--- src/rtl/button_debouncer_pkg.sv ---
// Shared types and constants for the front-panel button debouncer.
// The BUTTON_LONG_PRESS_EN build option lives in debounce_channel; nothing here depends on it.
package btn_pkg;

   typedef enum logic [1:0] {
      IDLE         = 2'd0,
      PRESS_WAIT   = 2'd1,
      PRESSED      = 2'd2,
      RELEASE_WAIT = 2'd3
   } btn_state_e;

   localparam int CLK_HZ        = 50000000;
   localparam int CYCLES_PER_MS = CLK_HZ / 1000;

   function automatic int ms_to_cycles(input int ms);
      return ms * CYCLES_PER_MS;
   endfunction

endpackage

--- src/rtl/button_debouncer_if.sv ---
// Button bundle between board pins and the timing/display logic.
// The master side drives the raw pins; the slave side is the debouncer.
interface button_debouncer_if #(
   parameter int NUM_BUTTONS = 4
);
   logic [NUM_BUTTONS-1:0] buttons_in;
   logic [NUM_BUTTONS-1:0] pressed;
   logic [NUM_BUTTONS-1:0] press_pulse;
   logic [NUM_BUTTONS-1:0] release_pulse;
   logic [NUM_BUTTONS-1:0] toggle;
   logic [NUM_BUTTONS-1:0] long_press;

   modport master (
      output buttons_in,
      input  pressed, press_pulse, release_pulse, toggle, long_press
   );

   modport slave (
      input  buttons_in,
      output pressed, press_pulse, release_pulse, toggle, long_press
   );
endinterface

--- src/rtl/button_debouncer_debounce_channel.sv ---
// One button: 2-flop synchroniser, registered detect, debounce FSM and outputs.
// Define BUTTON_LONG_PRESS_EN to add the hold counter and long_press pulse.
module debounce_channel
   import btn_pkg::*;
#(
   parameter int DEBOUNCE_CYCLES   = 1000000,
   parameter int ACTIVE_LOW        = 1,
   parameter int LONG_PRESS_CYCLES = 50000000
) (
   input  logic clock,
   input  logic reset_n,
   input  logic button_in,
   output logic pressed,
   output logic press_pulse,
   output logic release_pulse,
   output logic toggle,
   output logic long_press
);
   localparam int                CNT_W    = $clog2(DEBOUNCE_CYCLES);
   localparam logic              INACTIVE = (ACTIVE_LOW != 0) ? 1'b1 : 1'b0;
   localparam logic [CNT_W-1:0]  CNT_LAST = CNT_W'(DEBOUNCE_CYCLES - 1);

   if (LONG_PRESS_CYCLES < 1) begin : g_bad_long
      $error("debounce_channel: LONG_PRESS_CYCLES must be at least 1");
   end

   logic             sync1_r, sync2_r, act_r;
   btn_state_e       state_r, state_s;
   logic [CNT_W-1:0] cnt_r, cnt_s;
   logic             pressed_r, pressed_s;
   logic             press_pulse_r, press_pulse_s;
   logic             release_pulse_r, release_pulse_s;
   logic             toggle_r, toggle_s;

   // Synchronise the raw pin, then register it as a polarity-normalised level
   always_ff @(posedge clock or negedge reset_n) begin
      if (!reset_n) begin
         sync1_r <= INACTIVE;
         sync2_r <= INACTIVE;
         act_r   <= 1'b0;
      end else begin
         sync1_r <= button_in;
         sync2_r <= sync1_r;
         act_r   <= sync2_r ^ INACTIVE;
      end
   end

   // Debounce next-state and registered-output decode
   always_comb begin
      state_s         = state_r;
      cnt_s           = cnt_r;
      pressed_s       = pressed_r;
      toggle_s        = toggle_r;
      press_pulse_s   = 1'b0;
      release_pulse_s = 1'b0;
      case (state_r)
         IDLE: begin
            if (act_r) begin
               state_s = PRESS_WAIT;
               cnt_s   = {CNT_W{1'b0}};
            end else begin
               state_s = IDLE;
            end
         end
         PRESS_WAIT: begin
            if (!act_r) begin
               state_s = IDLE;
            end else if (cnt_r == CNT_LAST) begin
               state_s       = PRESSED;
               press_pulse_s = 1'b1;
               toggle_s      = ~toggle_r;
               pressed_s     = 1'b1;
            end else begin
               cnt_s = cnt_r + CNT_W'(1);
            end
         end
         PRESSED: begin
            if (!act_r) begin
               state_s = RELEASE_WAIT;
               cnt_s   = {CNT_W{1'b0}};
            end else begin
               state_s = PRESSED;
            end
         end
         RELEASE_WAIT: begin
            if (act_r) begin
               state_s = PRESSED;
            end else if (cnt_r == CNT_LAST) begin
               state_s         = IDLE;
               release_pulse_s = 1'b1;
               pressed_s       = 1'b0;
            end else begin
               cnt_s = cnt_r + CNT_W'(1);
            end
         end
         default: begin
            state_s   = IDLE;
            cnt_s     = {CNT_W{1'b0}};
            pressed_s = 1'b0;
         end
      endcase
   end

   // FSM state, counter and output registers
   always_ff @(posedge clock or negedge reset_n) begin
      if (!reset_n) begin
         state_r         <= IDLE;
         cnt_r           <= {CNT_W{1'b0}};
         pressed_r       <= 1'b0;
         press_pulse_r   <= 1'b0;
         release_pulse_r <= 1'b0;
         toggle_r        <= 1'b0;
      end else begin
         state_r         <= state_s;
         cnt_r           <= cnt_s;
         pressed_r       <= pressed_s;
         press_pulse_r   <= press_pulse_s;
         release_pulse_r <= release_pulse_s;
         toggle_r        <= toggle_s;
      end
   end

   assign pressed       = pressed_r;
   assign press_pulse   = press_pulse_r;
   assign release_pulse = release_pulse_r;
   assign toggle        = toggle_r;

`ifdef BUTTON_LONG_PRESS_EN
   localparam int                HOLD_W    = $clog2(LONG_PRESS_CYCLES + 1);
   localparam logic [HOLD_W-1:0] HOLD_LAST = HOLD_W'(LONG_PRESS_CYCLES - 1);
   localparam logic [HOLD_W-1:0] HOLD_SAT  = HOLD_W'(LONG_PRESS_CYCLES);

   logic [HOLD_W-1:0] hold_r, hold_s;
   logic              long_press_r, long_press_s;

   // Hold counter runs only while PRESSED and parks at HOLD_SAT so it pulses once
   always_comb begin
      hold_s       = hold_r;
      long_press_s = 1'b0;
      case (state_r)
         IDLE:         hold_s = {HOLD_W{1'b0}};
         PRESS_WAIT:   hold_s = {HOLD_W{1'b0}};
         PRESSED: begin
            long_press_s = (hold_r == HOLD_LAST);
            if (hold_r != HOLD_SAT) begin
               hold_s = hold_r + HOLD_W'(1);
            end else begin
               hold_s = hold_r;
            end
         end
         RELEASE_WAIT: hold_s = hold_r;
         default:      hold_s = {HOLD_W{1'b0}};
      endcase
   end

   // Hold counter and long-press pulse registers
   always_ff @(posedge clock or negedge reset_n) begin
      if (!reset_n) begin
         hold_r       <= {HOLD_W{1'b0}};
         long_press_r <= 1'b0;
      end else begin
         hold_r       <= hold_s;
         long_press_r <= long_press_s;
      end
   end

   assign long_press = long_press_r;
`else
   assign long_press = 1'b0;
`endif

endmodule

--- src/rtl/button_debouncer.sv ---
// Front-panel button conditioner: one independent debounce channel per button.
// Optional long-press detection is enabled with BUTTON_LONG_PRESS_EN.
module button_debouncer
   import btn_pkg::*;
#(
   parameter int NUM_BUTTONS       = 4,
   parameter int DEBOUNCE_CYCLES   = 1000000,
   parameter int ACTIVE_LOW        = 1,
   parameter int LONG_PRESS_CYCLES = 50000000
) (
   input logic              clock,
   input logic              reset_n,
   button_debouncer_if.slave bus
);
   if (NUM_BUTTONS < 1) begin : g_bad_num
      $error("button_debouncer: NUM_BUTTONS must be at least 1");
   end
   if (DEBOUNCE_CYCLES < 2) begin : g_bad_deb
      $error("button_debouncer: DEBOUNCE_CYCLES must be at least 2");
   end

   logic [NUM_BUTTONS-1:0] pressed_s;
   logic [NUM_BUTTONS-1:0] press_pulse_s;
   logic [NUM_BUTTONS-1:0] release_pulse_s;
   logic [NUM_BUTTONS-1:0] toggle_s;
   logic [NUM_BUTTONS-1:0] long_press_s;

   for (genvar g = 0; g < NUM_BUTTONS; g++) begin : g_ch
      debounce_channel #(
         .DEBOUNCE_CYCLES   (DEBOUNCE_CYCLES),
         .ACTIVE_LOW        (ACTIVE_LOW),
         .LONG_PRESS_CYCLES (LONG_PRESS_CYCLES)
      ) u_channel (
         .clock         (clock),
         .reset_n       (reset_n),
         .button_in     (bus.buttons_in[g]),
         .pressed       (pressed_s[g]),
         .press_pulse   (press_pulse_s[g]),
         .release_pulse (release_pulse_s[g]),
         .toggle        (toggle_s[g]),
         .long_press    (long_press_s[g])
      );
   end

   assign bus.pressed       = pressed_s;
   assign bus.press_pulse   = press_pulse_s;
   assign bus.release_pulse = release_pulse_s;
   assign bus.toggle        = toggle_s;
   assign bus.long_press    = long_press_s;

endmodule

--- src/flat_wrapper.sv ---
// flat-port wrapper written by rule: the top's interface ports become plain ports
module button_debouncer_flat import btn_pkg::*;
#(
   parameter int NUM_BUTTONS       = 4,
   parameter int DEBOUNCE_CYCLES   = 1000000,
   parameter int ACTIVE_LOW        = 1,
   parameter int LONG_PRESS_CYCLES = 50000000
)
  (clock, reset_n, bus_buttons_in, bus_pressed, bus_press_pulse, bus_release_pulse, bus_toggle, bus_long_press);
  button_debouncer_if #(.NUM_BUTTONS(NUM_BUTTONS)) bus_i ();
  input logic clock;
  input logic reset_n;
  input wire logic [$bits(bus_i.buttons_in)-1:0] bus_buttons_in;
  output wire logic [$bits(bus_i.pressed)-1:0] bus_pressed;
  output wire logic [$bits(bus_i.press_pulse)-1:0] bus_press_pulse;
  output wire logic [$bits(bus_i.release_pulse)-1:0] bus_release_pulse;
  output wire logic [$bits(bus_i.toggle)-1:0] bus_toggle;
  output wire logic [$bits(bus_i.long_press)-1:0] bus_long_press;
  assign bus_i.buttons_in = bus_buttons_in;
  assign bus_pressed = bus_i.pressed;
  assign bus_press_pulse = bus_i.press_pulse;
  assign bus_release_pulse = bus_i.release_pulse;
  assign bus_toggle = bus_i.toggle;
  assign bus_long_press = bus_i.long_press;
  button_debouncer #(.NUM_BUTTONS(NUM_BUTTONS), .DEBOUNCE_CYCLES(DEBOUNCE_CYCLES), .ACTIVE_LOW(ACTIVE_LOW), .LONG_PRESS_CYCLES(LONG_PRESS_CYCLES)) u_core (.clock(clock), .reset_n(reset_n), .bus(bus_i));
endmodule
--- config.mk ---
export PLATFORM = sky130hd
export DESIGN_NAME = button_debouncer_flat
export DESIGN_NICKNAME = d
export VERILOG_FILES = /design/src/rtl/button_debouncer_pkg.sv /design/src/rtl/button_debouncer_if.sv /design/src/rtl/button_debouncer_debounce_channel.sv /design/src/rtl/button_debouncer.sv /design/src/flat_wrapper.sv
export SDC_FILE = /design/constraint.sdc
export NUM_CORES = 1
export LEC_CHECK = 0
export CORE_UTILIZATION = 55
export CTS_CLUSTER_SIZE = 12
export DETAILED_ROUTE_END_ITERATION = 6
export GPL_TIMING_DRIVEN = 0
export PLACE_DENSITY = 0.79
export SYNTH_ARGS = -nofsm -noshare
export SYNTH_HDL_FRONTEND = slang
export SYNTH_HIERARCHICAL = 1
export SYNTH_SLANG_ARGS = --single-unit
--- constraint.sdc ---
create_clock -name clock -period 2.13 [get_ports clock]
set_clock_uncertainty 0.15 [all_clocks]
set_input_delay 0.639 -clock clock [delete_from_list [all_inputs] [get_ports clock]]
set_output_delay 0.639 -clock clock [all_outputs]
set_load 0.005 [all_outputs]
# Word-level counts from Yosys, hierarchy flattened
# Index checks and enable logic that the tools add are counted.
# op_classes
n_addsub,4
eq_ne,48
mux,92
bitwise,8
n_reduce_logical,24
# op_table
operator,count
two-way mux 20 bit,20
one-hot mux 20 bit (4 select lines),4
"adder 20 x 1 -> 20 bit, second input constant",4
"equality test 20 bit, second input constant",4
"!= test 2 bit, second input constant",24
two-way mux 1 bit,44
two-way mux 2 bit,16
one-hot mux 2 bit (4 select lines),4
"!= test 3 bit, second input constant",8
AND reduction 5 bit,4
"equality test 2 bit, second input constant",8
AND reduction 4 bit,4
AND reduction 3 bit,4
"equality test 2 x 1 -> 1 bit, second input constant",4
zero test 2 bit,4
NOT 1 bit,8
one-hot mux 1 bit (2 select lines),4
AND reduction 2 bit,4
nonzero test 2 bit,4
# totals
register_bits,116
input_bits,6

# Logic depth before layout (Yosys ltp)
# logic_depth
ltp_word,4
mapped_depth,6
ltp_nobuf,6

# Cells and area by module
# The synthesis kept the hierarchy.
# by_module_without_submodules
mod,n_inst,cells_each,area_each_um2,seq_area_each_um2
debounce_channel at u_core.g_ch[0].u_channel ...,3,166,1637.8,728.2
debounce_channel at u_core.g_ch[3].u_channel,1,164,1666.6,728.2

# Worst setup path after synthesis
# OpenSTA, ideal clock, no wires.
# synth_path
path_kind,register to register
startpoint,register u_core.g_ch[3].u_channel.cnt_r[11]
endpoint,register u_core.g_ch[3].u_channel.cnt_r[0]
arrival_ns,1.868
t_required_ns,1.853
slack_ns,-0.015
stages_incl_launch_ff,6
path_cell_list,dfrtp_1 buf_2 or4b_4 nor4_4 a21o_4 mux2_1
# synth_via
elab_chain_cells,4
# synth_lines
item,line,rtl
"start, declared",button_debouncer_debounce_channel.sv:29,"logic [CNT_W-1:0] cnt_r, cnt_s;"
"start signal, assigned",button_debouncer_debounce_channel.sv:108,cnt_r <= {CNT_W{1'b0}};
"start signal, assigned",button_debouncer_debounce_channel.sv:115,cnt_r <= cnt_s;
equality test 20 bit (*),"button_debouncer_debounce_channel.sv:68, button_debouncer_debounce_channel.sv:88",
two-way mux 20 bit (*),--,
"two-way mux 20 bit, on equally long branches",--,
one-hot mux 20 bit (4 select lines) (*),--,
# Mark *: on every way between the ends. The rest lies on a longest branch, timed or not. The select of a mux whose other input is x is not followed.
# A chain may end at the register's enable or synchronous reset.

# Worst setup path in the final report
# layout_path
startpoint,register u_core.g_ch[0].u_channel.pressed_r
endpoint,output port bus_pressed[0]
# layout_rtl
item,line,rtl
"start, declared",button_debouncer_debounce_channel.sv:30,"logic pressed_r, pressed_s;"
"start signal, assigned",button_debouncer_debounce_channel.sv:116,pressed_r <= pressed_s;
"end, declared",flat_wrapper.sv:14,output wire logic [$bits(bus_i.pressed)-1:0] bus_pressed;
# No word-level cell between the ends.

==> results.yml <==
cells_and_area:
  final_util: 0.682
  final_area_sq_um: 7850
  area_delta_synth_final_pct: 19.3
  num-fill-cells: 854
  instances_no_fill: 872
  layout.nets: 727
  drive_above_1_share: 0.214
  num_antenna_cells: 0
  multi_input_area_sq_um: 3520
  layout.area.seq_sq_um: 2920
job:
  max_cap_violations: 0
global_route:
  grt_max_degree: 76
  grt_use_met3: 0.0675
  met2_usage: 0.432
  use_met1: 0.327
  grt_pass1_vias: 5473
  grt_antenna_before_repair: 0
  grt.overflow.total: 0
  top_usage_layer: "met2"
  grt_pass1_wl_um: 25900
  grt_usage: 0.261
worst_setup_path:
  crit_path_start_kind: "flip-flop"
  crit_type: "reg -> out"
  critPathCaptureType: "primary output"
  slowest_delay_ns: 0.51
  cp.arrival_ns: 1.29
  cpMaxStageDelayCell: "clkdlybuf4s50_1"
  crit_buf_inv: 1
  crit_fanout: 3
  critical_path_required_ns: 1.34
  crit_chain: "clkdlybuf4s50_1"
  path_delay_family: "buffers and inverters"
yosys:
  seq_area_frac_synth: 0.443
  syn-num-nets: 672
  syn_area_sq_um: 6580
  postSynthCellCount: 662
  synth_async_sr_flop_share: 1.00
  ys_ff_latch: 116
  synth_top_cell_area_share: 0.411
  ys_warn_count: 6
  synth_area_leaders: "dfrtp_1 41%, a22o_1 3.6%, nand2_1 3.4%"
  synthFlopType: "dfrtp_1"
  avgSynthCellArea_sq_um: 9.94
  synth_edf_count: 0
  ys_types: 66
  yosysTopAreaCell: "dfrtp_1"
route:
  drt-initial-drc-count: 558
  dr_total_vias: 5656
  drc_errors: 8
  routed_via_density: 6.49
  routed_wl_um: 15600
  postRouteAntennaNets: 0
  wl_per_cell_um: 17.9
  dr.pass1.iters: 7
timing:
  finalSetupViolCount: 0
  post-route-min-period_ns: 2.08
  maxSlewViolCount: 0
  relSlewSlack: 0.586
  finalCritPeriodShare: 0.975
  worst_pin_slew_ns: 0.619
  hold_viol_final: 0
  tns_ns: 0
  fmax_mhz: 481
floorplanning:
  core_region_area_sq_um: 11500
  fp.dieW_um: 111
  io_pins: 26
  die_area_sq_um: 12400
  initial_utilization: 0.571
  num_rows: 39
  die_y_um: 111
clock_tree:
  clk_pin_slew_ns: 0.05
  cts_tree: "yes"
  h-tree-depth: 4
  root_buffer: "clkbuf_16"
  clk_path_buf_depth: 2
  clock_latency_ns: 0.42
  numCtsBuffers: 17
  cts_sinks: 116
power_and_ir_drop:
  powerDensity_nw_per_um2: 709
  cellLeakagePower_nw: 3.40
  irDropWorstVdd_mv: 0.533
  power.total_w: 0.00556
placed_design:
  portBuffers: 21
  dp_cells: 827
  hpwl_um: 9840
  dpl_cell_area_sq_um: 7000
  place_congestion: 0.902
hold_path:
  worst_hold_path_type: "reg -> reg"
status:
  status: "finished with violations"
  violations: "design-rule violations"
==> path summary, 6_finish.rpt <==
check,start,endpoint,slack (ns),cells past startpoint
max,u_core/g_ch[0].u_channel/pressed,bus_pressed[0],0.05,1
min,u_core/g_ch[0].u_channel/sync1_r,u_core/g_ch[0].u_channel/sync2_r,0.21,0
max reg2reg,u_core/g_ch[3].u_channel/cnt_r[7],u_core/g_ch[3].u_channel/cnt_r[19],0.06,4
min reg2reg,u_core/g_ch[0].u_channel/sync1_r,u_core/g_ch[0].u_channel/sync2_r,0.21,0
max in group asynchronous,reset_n,u_core/g_ch[1].u_channel/sync2_r,0.54,3
min in group asynchronous,reset_n,u_core/g_ch[2].u_channel/cnt_r[18],0.56,2
==> metal layers <==
metal / routed length [um] / part of all wire
met1: 6530 / 0.42
met3: 817 / 0.052
met2: 8010 / 0.51
met4: 272 / 0.017
met5: 0 / 0
==> synth_stat cells (all sizes together), types with 9 or more instances <==
| library cell | instances |
|---|---|
| and3 | 15 |
| dfrtp | 108 |
| a22o | 27 |
| nand2 | 60 |
| nor3b | 16 |
| inv | 30 |
| nor2 | 27 |
| nand3b | 13 |
| nor4 | 16 |
| nand3 | 29 |
| a211o | 10 |
| a21o | 12 |
| mux2 | 19 |
| mux2i | 14 |
| a31oi | 10 |
| buf | 19 |
| o21ai | 26 |
| o211ai | 15 |
| nor3 | 29 |
| nand4 | 32 |
| clkbuf | 18 |
| a21oi | 9 |
==> flip-flops by register name (all words and copies together), names as in the netlist, named ones only <==
signal	flops
u_core/g_ch.u_channel/cnt_r	80
u_core/g_ch.u_channel/act_r	4
u_core/g_ch.u_channel/press_pulse	4
u_core/g_ch.u_channel/pressed	4
u_core/g_ch.u_channel/release_pulse	4
u_core/g_ch.u_channel/state_r	4
u_core/g_ch.u_channel/sync1_r	4
u_core/g_ch.u_channel/sync2_r	4
u_core/g_ch.u_channel/toggle	4
==> worst register-to-register path: stages (launching register included) <==
cell      delay, ns
dfrtp_2        0.47
nand3_4        0.15
or4_4          0.57
or4b_1         0.50
o211ai_2       0.15
==> cell families after synthesis <==
kind of cell	count (synthesis)	share of synthesized area
buf+inv	67	0.0454
flops	116	0.443
compound gates	143	0.168
mux	33	0.0555
other cells	4	0.00228
fa+ha+maj	4	0.00761
xor+xnor	12	0.0194
simple gates	283	0.259
==> area by class of cell <==
type / count / area share
multi-input cells: 479 / 0.449
flip-flops and latches: 116 / 0.373
clock buffers: 20 / 0.0569
repair buffers: 39 / 0.0473
plain buffers: 34 / 0.0257
well taps: 143 / 0.0228
inverters: 30 / 0.0147
clock inverters: 11 / 0.0112
==> timing repair <==
item | 4_1_cts | 5_1_grt
endpoints found under the setup margin | 23 | 56
pin swaps | 5 | 4
hold buffers | 1 | 0
buffers inserted | 6 | 10
resized for setup | 14 | 43
endpoints found under the hold margin | 34 | 0
==> metrics by stage <==
step	setup WS [ns]	hold WS, ns
6_report	0.0526	0.206
4_1_cts	-0.00682	0.207
2_1_floorplan	0.0605	0.193
3_5_place_dp	-0.125	0.199
3_3_place_gp	-4.21	0.197
5_1_grt	-0.0281	0.213
==> power breakdown <==
group | internal [W] | switching, W
logic | 0.000231 | 0.000302
registers | 0.00231 | 0.000128
clock network | 0.00161 | 0.000980
==> cells in the final DEF, fill, tap and decap left out, types with 17 or more instances in the layout <==
master,count
nor2_1,26
nor3_1,23
nand4_1,32
o21ai_0,23
a22o_1,27
clkbuf_16,17
nand3_1,22
clkdlybuf4s50_1,19
inv_1,26
dfrtp_1,99
nand2_1,60
buf_4,21
(Power assumes the default switching activity.)
==> RTL change (same flow settings) <==
`DEBOUNCE_CYCLES` is set to 1000000 in 3 places; all go to 500000.
--- a/src/rtl/button_debouncer_debounce_channel.sv
+++ b/src/rtl/button_debouncer_debounce_channel.sv
@@ -3,7 +3,7 @@
 module debounce_channel
    import btn_pkg::*;
 #(
-   parameter int DEBOUNCE_CYCLES   = 1000000,
+   parameter int DEBOUNCE_CYCLES   = 500000,
    parameter int ACTIVE_LOW        = 1,
    parameter int LONG_PRESS_CYCLES = 50000000
 ) (
--- a/src/rtl/button_debouncer.sv
+++ b/src/rtl/button_debouncer.sv
@@ -4,7 +4,7 @@
    import btn_pkg::*;
 #(
    parameter int NUM_BUTTONS       = 4,
-   parameter int DEBOUNCE_CYCLES   = 1000000,
+   parameter int DEBOUNCE_CYCLES   = 500000,
    parameter int ACTIVE_LOW        = 1,
    parameter int LONG_PRESS_CYCLES = 50000000
 ) (
--- a/src/flat_wrapper.sv
+++ b/src/flat_wrapper.sv
@@ -2,7 +2,7 @@
 module button_debouncer_flat import btn_pkg::*;
 #(
    parameter int NUM_BUTTONS       = 4,
-   parameter int DEBOUNCE_CYCLES   = 1000000,
+   parameter int DEBOUNCE_CYCLES   = 500000,
    parameter int ACTIVE_LOW        = 1,
    parameter int LONG_PRESS_CYCLES = 50000000
 )
Formal check against the unedited RTL: same outputs for any inputs over 10 cycles, from zero or initial values and one cycle with reset_n low; that may be too few to reach the edited logic, so the function may still have changed.
==> RTL change against the unedited design <==
  * The flow finishes with violations (setup timing)
  * Die area shrank 8.9%
  * Sequential power is 4% lower
  * Wire length is 10% lower
  * Total power fell by 26%
  * Maximum frequency down 6.0%
  * Clock power fell by 51%
  * Synthesized cell count down 8.5%
  * Area after synthesis down 9.0%
  * Sequential cell count decreased by 4
  * Worst setup slack worse by 0.13 ns
  * Critical path depth rose by 6
  * Final area shrank 8.0%
  * Critical path type is now reg2reg
  * Highest routed layer unchanged
==> RTL change: results (changes against the unedited design) <==
[synth]
synth-compound-area-share_pct=16.6  ; -0.21 points
yosysSeqAreaShare_pct=47.0  ; +2.7 points
post_synth_main_area_contributors=sky130_fd_sc_hd__dfrtp_1 43%, sky130_fd_sc_hd__a21oi_1 4.2%, sky130_fd_sc_hd__nand2_1 3.9%
synth_fa_ha_area_share_pct=0.836  ; +0.075 points
syn-num-nets=616  ; -8.3%
synth-xor-area-share_pct=1.61  ; -0.33 points

[drt]
detail_route.iter0.violations=351  ; -37%
vias=5096  ; -9.9%
drt-pass1-iter-count=5  ; -2

[outcome]
outcome=complete, but fails checks
failed_checks=setup timing

[clock_tree]
clock_pin_slew_on_the_worst_setup_and_hold_paths_ns=0.09  ; +0.04 ns
cts_buffers=9  ; -8
clock-root-buffer=sky130_fd_sc_hd__clkbuf_8
cts_max_level=3  ; -1
clock_insertion_delay_worst_skew_ns=0.39  ; -0.03 ns
clock-sinks=112  ; -3.4%

[sta]
fin_setup_tns_ns=-0.245  ; -0.245 ns
final.setup.worst_slack_ns=-0.0794  ; -0.132 ns
hold_slack_ns=0.0854  ; -0.120 ns
timing_worst_slew_pin_value_ns=0.552  ; -0.0674 ns
timing.final.setup_violations=9  ; +9

[cells_and_area]
final.fill_count=773  ; -9.5%
largest_register_ffs=76  ; -5.0%
num-nets-final=692  ; -4.8%

[place]
finalWeightedCongestion=0.851  ; -5.6%
post-place-ws_ns=-0.361  ; -0.236 ns
detailed_place.area_um2=6400  ; -8.6%
post-dp-hpwl_um=8560  ; -13%

[global_route]
gr-usage-met2_pct=39.9  ; -3.3 points
met3_usage_pct=5.82  ; -0.93 points
globalRouteMet1Util_pct=31.5  ; -1.2 points
first_global_vias=4680  ; -14%
grt_util_all_layers_pct=24.3  ; -1.8 points
grt_max_degree=73  ; -3.9%

[worst_setup_path]
critical_path.startpoint=u_core/g_ch[0].u_channel/cnt_r[10]
worst_path_max_delay_cell=sky130_fd_sc_hd__or4b_4
cp.arrival_ns=2.34  ; +1.05 ns
r2r.worst_path.cells=7  ; +3
delay_heaviest_family_cp=simple AND/OR/NAND/NOR gates

[hold_path]
hold_class=in2async

[power]
netSwitchingPower_mw=1.08  ; -23%

RTL change: changes by cell type after synthesis, moves of 9 or more:
cell / delta
sky130_fd_sc_hd__a211o_1: -9
sky130_fd_sc_hd__a21oi_1: +41
sky130_fd_sc_hd__a22o_1: -13
sky130_fd_sc_hd__a31oi_1: +14
sky130_fd_sc_hd__clkbuf_1: -14
sky130_fd_sc_hd__nand2b_1: +9
sky130_fd_sc_hd__nand3_1: +11
sky130_fd_sc_hd__nand3b_1: -11
sky130_fd_sc_hd__nand4_1: -13
sky130_fd_sc_hd__nor3_1: -15
sky130_fd_sc_hd__nor3b_1: -10
sky130_fd_sc_hd__nor4_1: -9
RTL change: per-layer routing:
layer | vias to the layer above | part of all wire [%]
li1 | 2397 | -
met1 | 2501 | 43
met2 | 165 | 50
met3 | 33 | 4.8
met4 | 0 | 2.2
met5 | - | 0
RTL change: final cells by class:
| class | instances | area (µm²) | area share, % |
|---|---|---|---|
| plain buffers | 22 | 188 | 2.60 |
| clock buffers | 13 | 149 | 2.06 |
| clock inverters | 3 | 42.5 | 0.589 |
| inverters | 21 | 86.3 | 1.20 |
| multi-input cells | 450 | 3160 | 43.7 |
| flip-flops and latches | 112 | 2820 | 39.0 |
| well taps | 136 | 170 | 2.36 |
| repair buffers | 66 | 608 | 8.42 |
RTL change: timing repair:
action / 4_1_cts / 5_1_grt
setup buffers: 10 / 31
pin swaps: 2 / 26
setup endpoints to repair: 30 / 58
gates cloned: 0 / 4
hold endpoints to repair: 0 / 0
resized for setup: 18 / 60
RTL change: power by group through the flow:
stage	clock (mW)	sequential, mW	combinational [mW]
floorplan	0	2.35	0.250
global placement	0	2.37	0.342
detailed placement	0	2.38	0.368
CTS	1.31	2.34	0.396
global route	1.38	2.37	0.514
finish	1.28	2.35	0.469
